===== src/rtl/dds_pkg.sv =====
// Shared types and constants for the DDS table reader.
// Also holds the LFSR constants used when DDS_PHASE_DITHER_EN is defined.
package dds_pkg;

    typedef enum logic {IDLE = 1'b0, RUN = 1'b1} dds_state_t;

    localparam int DEF_ADDR_WIDTH  = 12;
    localparam int DEF_DATA_WIDTH  = 8;
    localparam int DEF_PHASE_WIDTH = 32;
    localparam int DEF_CNT_WIDTH   = 16;

    // Right-shift Galois form of x^16+x^14+x^13+x^11+1
    localparam logic [15:0] LFSR_SEED = 16'hACE1;
    localparam logic [15:0] LFSR_TAPS = 16'hB400;

    function automatic logic [15:0] lfsr_step(input logic [15:0] s);
        return s[0] ? ((s >> 1) ^ LFSR_TAPS) : (s >> 1);
    endfunction

endpackage


===== src/rtl/dds_phase_acc.sv =====
// Phase accumulator with tuning-word shadow register; pending words are
// applied only on a wrap so the phase stays continuous.
module dds_phase_acc #(
    parameter int PHASE_WIDTH = 32,
    parameter int TAP_W       = 12
) (
    input  logic                   clk,
    input  logic                   rst,
    input  logic                   start_fire,
    input  logic                   advance,
    input  logic                   ftw_load,
    input  logic [PHASE_WIDTH-1:0] ftw_in,
    output logic [TAP_W-1:0]       phase_tap,
    output logic                   wrap
);

    logic [PHASE_WIDTH-1:0] phase_reg;
    logic [PHASE_WIDTH-1:0] ftw_active_reg;
    logic [PHASE_WIDTH-1:0] ftw_shadow_reg;
    logic                   pending_reg;
    logic [PHASE_WIDTH:0]   sum;

    assign sum       = {1'b0, phase_reg} + {1'b0, ftw_active_reg};
    assign wrap      = advance & sum[PHASE_WIDTH];
    assign phase_tap = phase_reg[PHASE_WIDTH-1 -: TAP_W];

    always_ff @(posedge clk) begin
        if (rst) begin
            phase_reg      <= '0;
            ftw_active_reg <= '0;
            ftw_shadow_reg <= '0;
            pending_reg    <= 1'b0;
        end else begin
            if (ftw_load) begin
                ftw_shadow_reg <= ftw_in;
                pending_reg    <= 1'b1;
            end
            if (start_fire) begin
                // A word loaded together with start is used straight away
                phase_reg      <= '0;
                ftw_active_reg <= ftw_load ? ftw_in : ftw_shadow_reg;
                pending_reg    <= 1'b0;
            end else if (advance) begin
                phase_reg <= sum[PHASE_WIDTH-1:0];
                if (wrap && pending_reg) begin
                    ftw_active_reg <= ftw_shadow_reg;
                    pending_reg    <= ftw_load;
                end
            end
        end
    end

endmodule


===== src/rtl/dds_table_reader.sv =====
// Waveform table playback: phase accumulator addressing, counted or continuous
// periods, registered sample output. Optional address dither: DDS_PHASE_DITHER_EN.
module dds_table_reader
    import dds_pkg::*;
#(
    parameter int ADDR_WIDTH  = DEF_ADDR_WIDTH,
    parameter int DATA_WIDTH  = DEF_DATA_WIDTH,
    parameter int PHASE_WIDTH = DEF_PHASE_WIDTH,
    parameter int CNT_WIDTH   = DEF_CNT_WIDTH
) (
    input  logic                   clk,
    input  logic                   rst,
    input  logic                   start,
    input  logic                   stop,
    input  logic [PHASE_WIDTH-1:0] ftw_in,
    input  logic                   ftw_load,
    input  logic [ADDR_WIDTH-1:0]  phase_off,
    input  logic [CNT_WIDTH-1:0]   cycles_in,
    output logic [ADDR_WIDTH-1:0]  mem_addr,
    input  logic [DATA_WIDTH-1:0]  mem_data,
    output logic [DATA_WIDTH-1:0]  sample_out,
    output logic                   sample_valid,
    output logic                   busy,
    output logic                   done
);

    localparam int FRAC_W = PHASE_WIDTH - ADDR_WIDTH;
    localparam int DITH_W = (FRAC_W > 16) ? 16 : FRAC_W;
`ifdef DDS_PHASE_DITHER_EN
    localparam int TAP_W = ADDR_WIDTH + DITH_W;
`else
    localparam int TAP_W = ADDR_WIDTH;
`endif

    dds_state_t            state_reg, state_next;
    logic [CNT_WIDTH-1:0]  cnt_reg, cnt_next;
    logic                  done_next;
    logic [DATA_WIDTH-1:0] sample_out_reg;
    logic                  sample_valid_reg, busy_reg, done_reg;
    logic                  start_fire, advance, wrap;
    logic [TAP_W-1:0]      phase_tap;
    logic [ADDR_WIDTH-1:0] addr_base;

    assign start_fire = (state_reg == IDLE) && start && !stop;
    // A stop cycle still registers its sample but freezes phase and count
    assign advance    = (state_reg == RUN) && !stop;

    dds_phase_acc #(
        .PHASE_WIDTH(PHASE_WIDTH),
        .TAP_W      (TAP_W)
    ) u_acc (
        .clk       (clk),
        .rst       (rst),
        .start_fire(start_fire),
        .advance   (advance),
        .ftw_load  (ftw_load),
        .ftw_in    (ftw_in),
        .phase_tap (phase_tap),
        .wrap      (wrap)
    );

`ifdef DDS_PHASE_DITHER_EN
    logic [15:0]      lfsr_reg;
    logic [TAP_W-1:0] dith_sum;

    always_ff @(posedge clk) begin
        if (rst)
            lfsr_reg <= LFSR_SEED;
        else if (state_reg == RUN)
            lfsr_reg <= lfsr_step(lfsr_reg);
    end

    // Noise lands on the discarded fraction bits; at most +1 on the address
    assign dith_sum  = phase_tap + TAP_W'(lfsr_reg[15 -: DITH_W]);
    assign addr_base = dith_sum[TAP_W-1 -: ADDR_WIDTH];
`else
    assign addr_base = phase_tap;
`endif

    assign mem_addr = addr_base + phase_off;

    always_ff @(posedge clk) begin
        if (rst) begin
            state_reg <= IDLE;
            cnt_reg   <= '0;
        end else begin
            state_reg <= state_next;
            cnt_reg   <= cnt_next;
        end
    end

    always_comb begin
        state_next = state_reg;
        cnt_next   = cnt_reg;
        done_next  = 1'b0;
        case (state_reg)
            IDLE: begin
                if (start_fire) begin
                    state_next = RUN;
                    cnt_next   = cycles_in;
                end
            end
            RUN: begin
                if (stop) begin
                    state_next = IDLE;
                end else if (wrap && cnt_reg != '0) begin
                    cnt_next = cnt_reg - 1'b1;
                    if (cnt_reg == CNT_WIDTH'(1)) begin
                        state_next = IDLE;
                        done_next  = 1'b1;
                    end
                end
            end
            default: state_next = IDLE;
        endcase
    end

    always_ff @(posedge clk) begin
        if (rst) begin
            sample_out_reg   <= '0;
            sample_valid_reg <= 1'b0;
            busy_reg         <= 1'b0;
            done_reg         <= 1'b0;
        end else begin
            if (state_reg == RUN)
                sample_out_reg <= mem_data;
            sample_valid_reg <= (state_reg == RUN);
            busy_reg         <= (state_reg == RUN);
            done_reg         <= done_next;
        end
    end

    assign sample_out   = sample_out_reg;
    assign sample_valid = sample_valid_reg;
    assign busy         = busy_reg;
    assign done         = done_reg;

endmodule


===== config.mk =====
export PLATFORM = sky130hd
export DESIGN_NAME = dds_table_reader
export DESIGN_NICKNAME = d
export VERILOG_FILES = /design/src/rtl/dds_pkg.sv /design/src/rtl/dds_phase_acc.sv /design/src/rtl/dds_table_reader.sv
export SDC_FILE = /design/constraint.sdc
export NUM_CORES = 1
export LEC_CHECK = 0
export ABC_AREA = 0
export CAP_MARGIN = 20
export CORE_MARGIN = 1.5
export CORE_UTILIZATION = 50
export DETAILED_ROUTE_END_ITERATION = 8
export PLACE_DENSITY = 0.85
export SLEW_MARGIN = 10
export SYNTH_ARGS = -nofsm -noshare
export SYNTH_HDL_FRONTEND = slang
export SYNTH_HIERARCHICAL = 1
export SYNTH_SLANG_ARGS = --single-unit

===== constraint.sdc =====
create_clock -name clk -period 4.29 [get_ports clk]
set_input_delay 0.429 -clock clk [delete_from_list [all_inputs] [get_ports clk]]
set_output_delay 0.429 -clock clk [all_outputs]
set_load 0.01 [all_outputs]

==> results.sh, run 1 <==
export IMPL_synth_ff_type="dfxtp_1"
export IMPL_path_class="in2out"
export IMPL_drv_slew=0
export IMPL_worstPathArrival_ns=3.20
export IMPL_hpwl_um=12000
export IMPL_status="complete, no violations"
export IMPL_final_cell_mix="dfxtp_1 (124), clkdlybuf4s50_1 (93), nor2_1 (92)"
export IMPL_tightest_slew_ns=1.08
export IMPL_hold_viol=0
export IMPL_root_buffer="clkbuf_16"
export IMPL_dieArea_um2=16200
export IMPL_area_growth_pct=20.6
export IMPL_routed_wl_um=17600
export IMPL_fillerInstances=1223
export IMPL_worstHoldPathType="in2reg"
export IMPL_rr_startpoint="u_acc/phase_reg[0]"
export IMPL_insertedDiodeCount=0
export IMPL_drtIter0Drc=450
export IMPL_num_rows=45
export IMPL_setup_tns_ns=0
export IMPL_final_setup_skew_ns=0.00509
export IMPL_synth_edf_count=0
export IMPL_vdd_drop_max_v=0.000258
export IMPL_vias_per_cell=5.90
export IMPL_hold_buffers=0
export IMPL_grt_usage=0.221
export IMPL_portBuffers=95
export IMPL_htreeDepth=4
export IMPL_drcViolationCount=0
export IMPL_setup_ws_ns=0.666
export IMPL_drive_above_1_share=0.104
export IMPL_holdWs_ns=0.306
export IMPL_grt_pass1_wl_um=28900
export IMPL_cts_tree="yes"
export IMPL_final_antenna_net_count=0
export IMPL_setup_viol=0
export IMPL_fin_crit_ns=3.62
export IMPL_synth_area_um2=7740
export IMPL_stdcell_area_um2=9330
export IMPL_placed_area_um2=8650
export IMPL_yosysWarnings=6
export IMPL_routed_via_count=6616
export IMPL_dpl_worst_slack_ns=0.645
export IMPL_yosysSeqAreaShare=0.321
export IMPL_path_clk_slew_ns=0.05
export IMPL_p_total_mw=3.31
export IMPL_required_ns=3.86
export IMPL_ios=96
export IMPL_maxCapViolCount=0
export IMPL_ctsLongestPathBuffers=2
export IMPL_grt_pass1_vias=5996
export IMPL_cts_sinks=124
export IMPL_syn_num_nets=981
export IMPL_worstSetupEndpointType="output pin"
export IMPL_worst_path_max_fanout=2
export IMPL_synth_cells=861
export IMPL_max_freq_mhz=276
export IMPL_syn_area_per_cell_um2=8.99
export IMPL_crit_path_start="phase_off[0]"
export IMPL_core_area_um2=15100
export IMPL_grt_max_degree=87
export IMPL_cts_setup_buffers=0
export IMPL_die_h_um=127
export IMPL_gp_congestion=0.897
export IMPL_hp_start="rst"
export IMPL_drt_first_pass_iters=5
export IMPL_min_period_over_period=0.845
export IMPL_synth_cell_types=81
export IMPL_reg2reg_slack_ns=0.74
export IMPL_ff2ff_path_depth=13
export IMPL_ys_ff_latch=124
export IMPL_final_common_cell="dfxtp_1"
export IMPL_crit_path_start_kind="input port"
export IMPL_cts_buffers=17
export IMPL_relSlewSlack=0.279
export IMPL_dieWidth_um=127
export IMPL_num_nets_final=1040
export IMPL_clock_latency_ns=0.42
export IMPL_initial_utilization=0.511
export IMPL_rsz0062_at_grt="false"
export IMPL_ys_async_sr_fraction=0
export IMPL_timing_rr_end="cnt_reg[1]"
export IMPL_cellPowerDensity_nw_per_um2=355
export IMPL_cp_endpoint="mem_addr[10]"
export IMPL_antenna_found_initial=0
export IMPL_ctsResizeCount=0
export IMPL_wl_per_cell_um=15.7
export IMPL_grt_ovfl_total=0
export IMPL_p_leak_nw=3.81
## where the power goes
group | internal (mW) | switching (mW)
clock | 1.09 | 0.517
combinational | 0.231 | 0.229
sequential | 1.21 | 0.0414
## synth_stat cells, types with 3 or more instances
cell type	n	area (µm²)
dfxtp_1	124	2480
nor2_1	92	345
a21oi_1	84	420
mux2i_1	59	591
ha_1	45	563
o21a_1	37	278
clkbuf_1	36	135
o21ai_0	34	170
mux2_4	29	435
nand2_1	29	109
xnor2_1	19	166
a31oi_1	17	106
inv_1	16	60.1
nor3_1	16	80.1
a211oi_1	14	105
a21o_1	14	105
nand3_1	14	70.1
buf_4	13	97.6
nand3b_1	11	82.6
xor2_1	11	96.3
o21bai_1	9	67.6
buf_2	8	40.0
nand4_1	8	50.1
nand2b_1	7	43.8
and2_1	6	37.5
and3_1	6	37.5
o211ai_1	6	45.0
or3_1	6	37.5
nand4b_1	5	43.8
nor2b_1	5	31.3
a22oi_1	4	30.0
mux2_2	4	45.0
nor4_1	4	25.0
or2_2	4	25.0
a311o_1	3	30.0
buf_8	3	45.0
o31ai_1	3	22.5
## how the worst min path moves through the flow
stage	to	slack, ns	cells past startpoint
floorplan	u_acc/phase_reg[15]	0.46	2
global placement	sample_out[5]	0.47	2
detailed placement	sample_out[3]	0.48	2
CTS	u_acc/ftw_shadow_reg[29]	0.29	2
global route	u_acc/ftw_shadow_reg[29]	0.32	2
finish	u_acc/ftw_shadow_reg[29]	0.31	2
## cell type report
| class | instances | area (µm²) | share of cell area |
|---|---|---|---|
| multi-input combinational | 659 | 4870 | 0.522 |
| sequential | 124 | 2480 | 0.266 |
| timing repair buffer | 102 | 1010 | 0.109 |
| clock buffer | 21 | 480 | 0.0515 |
| tap | 188 | 235 | 0.0252 |
| clock inverter | 11 | 188 | 0.0201 |
| inverter | 16 | 60.1 | 0.00644 |
## layer usage
layer | up-vias | share of wire | global-route usage
met4 | 0 | 0.026 | 0.0856
li1 | 3272 | - | -
met5 | - | 0 | 0
met3 | 40 | 0.052 | 0.0549
met1 | 3114 | 0.44 | 0.275
met2 | 190 | 0.48 | 0.368
## cell families (layout without fill, tap and decap cells)
logic type      Yosys count  in the layout  share of synthesized area
mux                      92             92                      0.138
buf+inv                  78            150                     0.0509
flops                   124            124                      0.321
compound gates          259            259                      0.223
xor+xnor                 30             30                     0.0340
fa+ha+maj                47             47                     0.0780
simple gates            231            231                      0.155
## critical path: stages
cell and delay (ns):
clkdlybuf4s50_1 0.41, ha_1 0.22, fa_1 0.41, a21oi_1 0.19, o21ai_0 0.15, a2111oi_0 0.48
nor2_1 0.14, o211ai_1 0.20, clkdlybuf4s50_1 0.57
## stage by stage
| step | util | std cells |
|---|---|---|
| floorplan | - | 861 |
| global placement | 0.571 | 1088 |
| detailed placement | 0.571 | 1088 |
| CTS | 0.615 | 1120 |
| global route | 0.616 | 1121 |
| finish | 0.616 | 1121 |
No activity file was read; power rests on OpenSTA's default activity.
==> run 2: changes to the inputs <==
==> constraint.sdc (replaced) <==
create_clock -name clk -period 3.4 [get_ports clk]
set_input_delay 0.34 -clock clk [delete_from_list [all_inputs] [get_ports clk]]
set_output_delay 0.34 -clock clk [all_outputs]
set_load 0.01 [all_outputs]
==> results.sh, run 2 (synthesis gave the netlist of run 1 again) <==
export IMPL_stdcell_area_um2=9340
export IMPL_dpl_worst_slack_ns=0.0255
export IMPL_num_rows=45
export IMPL_path_clk_slew_ns=0.06
export IMPL_path_depth=12
export IMPL_root_buffer="clkbuf_16"
export IMPL_slowest_delay_ns=0.45
export IMPL_cts_tree="yes"
export IMPL_dieWidth_um=127
export IMPL_drtIter0Drc=383
export IMPL_relSlewSlack=0.268
export IMPL_die_h_um=127
export IMPL_timing_rr_end="cnt_reg[14]"
export IMPL_critical_path_top_delay_family="compound AO/OA/AOI/OAI gates"
export IMPL_tightest_slew_ns=1.10
export IMPL_max_freq_mhz=316
export IMPL_drv_slew=0
export IMPL_dieArea_um2=16200
export IMPL_p_leak_nw=3.84
export IMPL_cts_setup_buffers=0
export IMPL_cts_buffers=17
export IMPL_ff2ff_path_depth=12
export IMPL_required_ns=3.67
export IMPL_initial_utilization=0.511
export IMPL_met3_usage=0.0482
export IMPL_ctsLongestPathBuffers=2
export IMPL_path_class="reg2reg"
export IMPL_portBuffers=95
export IMPL_routed_via_count=6635
export IMPL_hpwl_um=12200
export IMPL_worstPathArrival_ns=3.43
export IMPL_maxCapViolCount=0
export IMPL_vdd_drop_max_v=0.000311
export IMPL_drive_above_1_share=0.113
export IMPL_cellPowerDensity_nw_per_um2=423
export IMPL_setup_viol=0
export IMPL_rsz0062_at_grt="false"
export IMPL_fin_crit_ns=3.17
export IMPL_num_nets_final=1052
export IMPL_reg2reg_slack_ns=0.23
export IMPL_final_common_cell="dfxtp_1"
export IMPL_grt_max_degree=89
export IMPL_drcViolationCount=0
export IMPL_worst_path_max_fanout=7
export IMPL_clock_latency_ns=0.42
export IMPL_p_total_mw=3.95
export IMPL_cpMaxStageDelayCell="dfxtp_1"
export IMPL_htreeDepth=4
export IMPL_busiest_layer="met2"
export IMPL_placed_area_um2=8730
export IMPL_final_setup_skew_ns=0.00938
export IMPL_gp_congestion=0.895
export IMPL_grt_use_met2=0.358
export IMPL_path_cells="ha_1, a21o_1, a21o_2, a221o_1, a22oi_4, o21bai_1, and2_1, and3b_1, a21boi_0, o211a_1, o211ai_1, a21oi_1"
export IMPL_drt_first_pass_iters=6
export IMPL_rr_startpoint="u_acc/phase_reg[21]"
export IMPL_insertedDiodeCount=0
export IMPL_worstHoldPathType="in2reg"
export IMPL_area_growth_pct=20.7
export IMPL_grt_pass1_wl_um=29000
export IMPL_met1_usage=0.281
export IMPL_wl_per_cell_um=15.5
export IMPL_grt_ovfl_total=0
export IMPL_antenna_found_initial=0
export IMPL_worstSetupEndpointType="register"
export IMPL_worstHoldEndpoint="u_acc/ftw_shadow_reg[29]"
export IMPL_min_period_over_period=0.931
export IMPL_routed_wl_um=17600
export IMPL_hp_start="rst"
export IMPL_grt_usage=0.220
export IMPL_min_path_cells=2
export IMPL_ios=96
export IMPL_hold_buffers=0
export IMPL_final_cell_mix="dfxtp_1 (124), nor2_1 (92), clkdlybuf4s50_1 (91)"
export IMPL_crit_path_start_kind="register"
export IMPL_cts_sinks=124
export IMPL_core_area_um2=15100
export IMPL_hold_viol=0
export IMPL_grt_pass1_vias=6121
export IMPL_path_buf_inv=0
export IMPL_vias_per_cell=5.86
export IMPL_setup_tns_ns=0
export IMPL_status="complete, no violations"
export IMPL_final_antenna_net_count=0
export IMPL_setup_ws_ns=0.235
-- run 2: cell count changes in the layout (fill, tap and decap cells not counted), moves of 2 or more --
cell	change
buf_4	+14
bufinv_16	-3
clkbuf_1	+4
clkdlybuf4s50_1	-2
dlymetal6s2s_1	+2
-- run 2: power by group --
group          switching, mW  leakage [nW]  internal, mW
registers             0.0539          1.01          1.52
logic                  0.291          2.54         0.298
clock network          0.633         0.279          1.15
-- run 2: layout make-up --
type	count	area, µm²
clock buffers	25	495
inverters	16	60.1
well taps	188	235
flip-flops and latches	124	2480
multi-input cells	659	4890
repair buffers	114	1090
clock inverters	6	85.1
fillers	1259	5810
-- run 2: how the worst max path moves through the flow --
stage,startpoint,end,slack [ns]
5_1_grt,u_acc/phase_reg[21],cnt_reg[14],0.04
3_3_place_gp,phase_off[0],mem_addr[10],0.05
3_5_place_dp,phase_off[0],mem_addr[10],0.03
4_1_cts,u_acc/phase_reg[20],mem_addr[10],0.01
6_report,u_acc/phase_reg[21],cnt_reg[14],0.23
2_1_floorplan,u_acc/phase_reg[0],cnt_reg[14],0.40
-- run 2: per-layer routing --
| metal | vias up | wire length (µm) |
|---|---|---|
| met5 | - | 0 |
| met4 | 0 | 461 |
| met3 | 49 | 942 |
| met2 | 203 | 8220 |
| met1 | 3083 | 7980 |
| li1 | 3300 | - |
-- run 2: repair_timing --
action,in CTS,in global routing
cloned,0,0
resized for setup,1,6
pin swaps,0,1
setup endpoints to repair,1,3
-- run 2: stage by stage --
| stage | util | hold WS, ns | cells |
|---|---|---|---|
| 3_5_place_dp | 0.577 | 0.486 | 1101 |
| 6_report | 0.617 | 0.195 | 1132 |
| 5_1_grt | 0.617 | 0.192 | 1132 |
| 2_1_floorplan | - | 0.459 | 861 |
| 4_1_cts | 0.615 | 0.172 | 1132 |
| 3_3_place_gp | 0.577 | 0.473 | 1101 |
-- run 2: worst reg2reg max path, cell delays in order (launching register included) --
cell      delay, ns
dfxtp_1        0.45
ha_1           0.35
a21o_1         0.21
a21o_2         0.20
a221o_1        0.35
a22oi_4        0.27
o21bai_1       0.13
and2_1         0.19
and3b_1        0.19
a21boi_0       0.16
o211a_1        0.27
o211ai_1       0.15
a21oi_1        0.09
==> run 3: changes to the inputs <==
--- a/config.mk
+++ b/config.mk
@@ -6,6 +6,7 @@
 export NUM_CORES = 1
 export LEC_CHECK = 0
 export ABC_AREA = 0
+export ABC_CLOCK_PERIOD_IN_PS = 3400
 export CAP_MARGIN = 20
 export CORE_MARGIN = 1.5
 export CORE_UTILIZATION = 50
==> results of run 3 <==
Same layout as run 2: the final DEF is identical, and so are final timing and power.
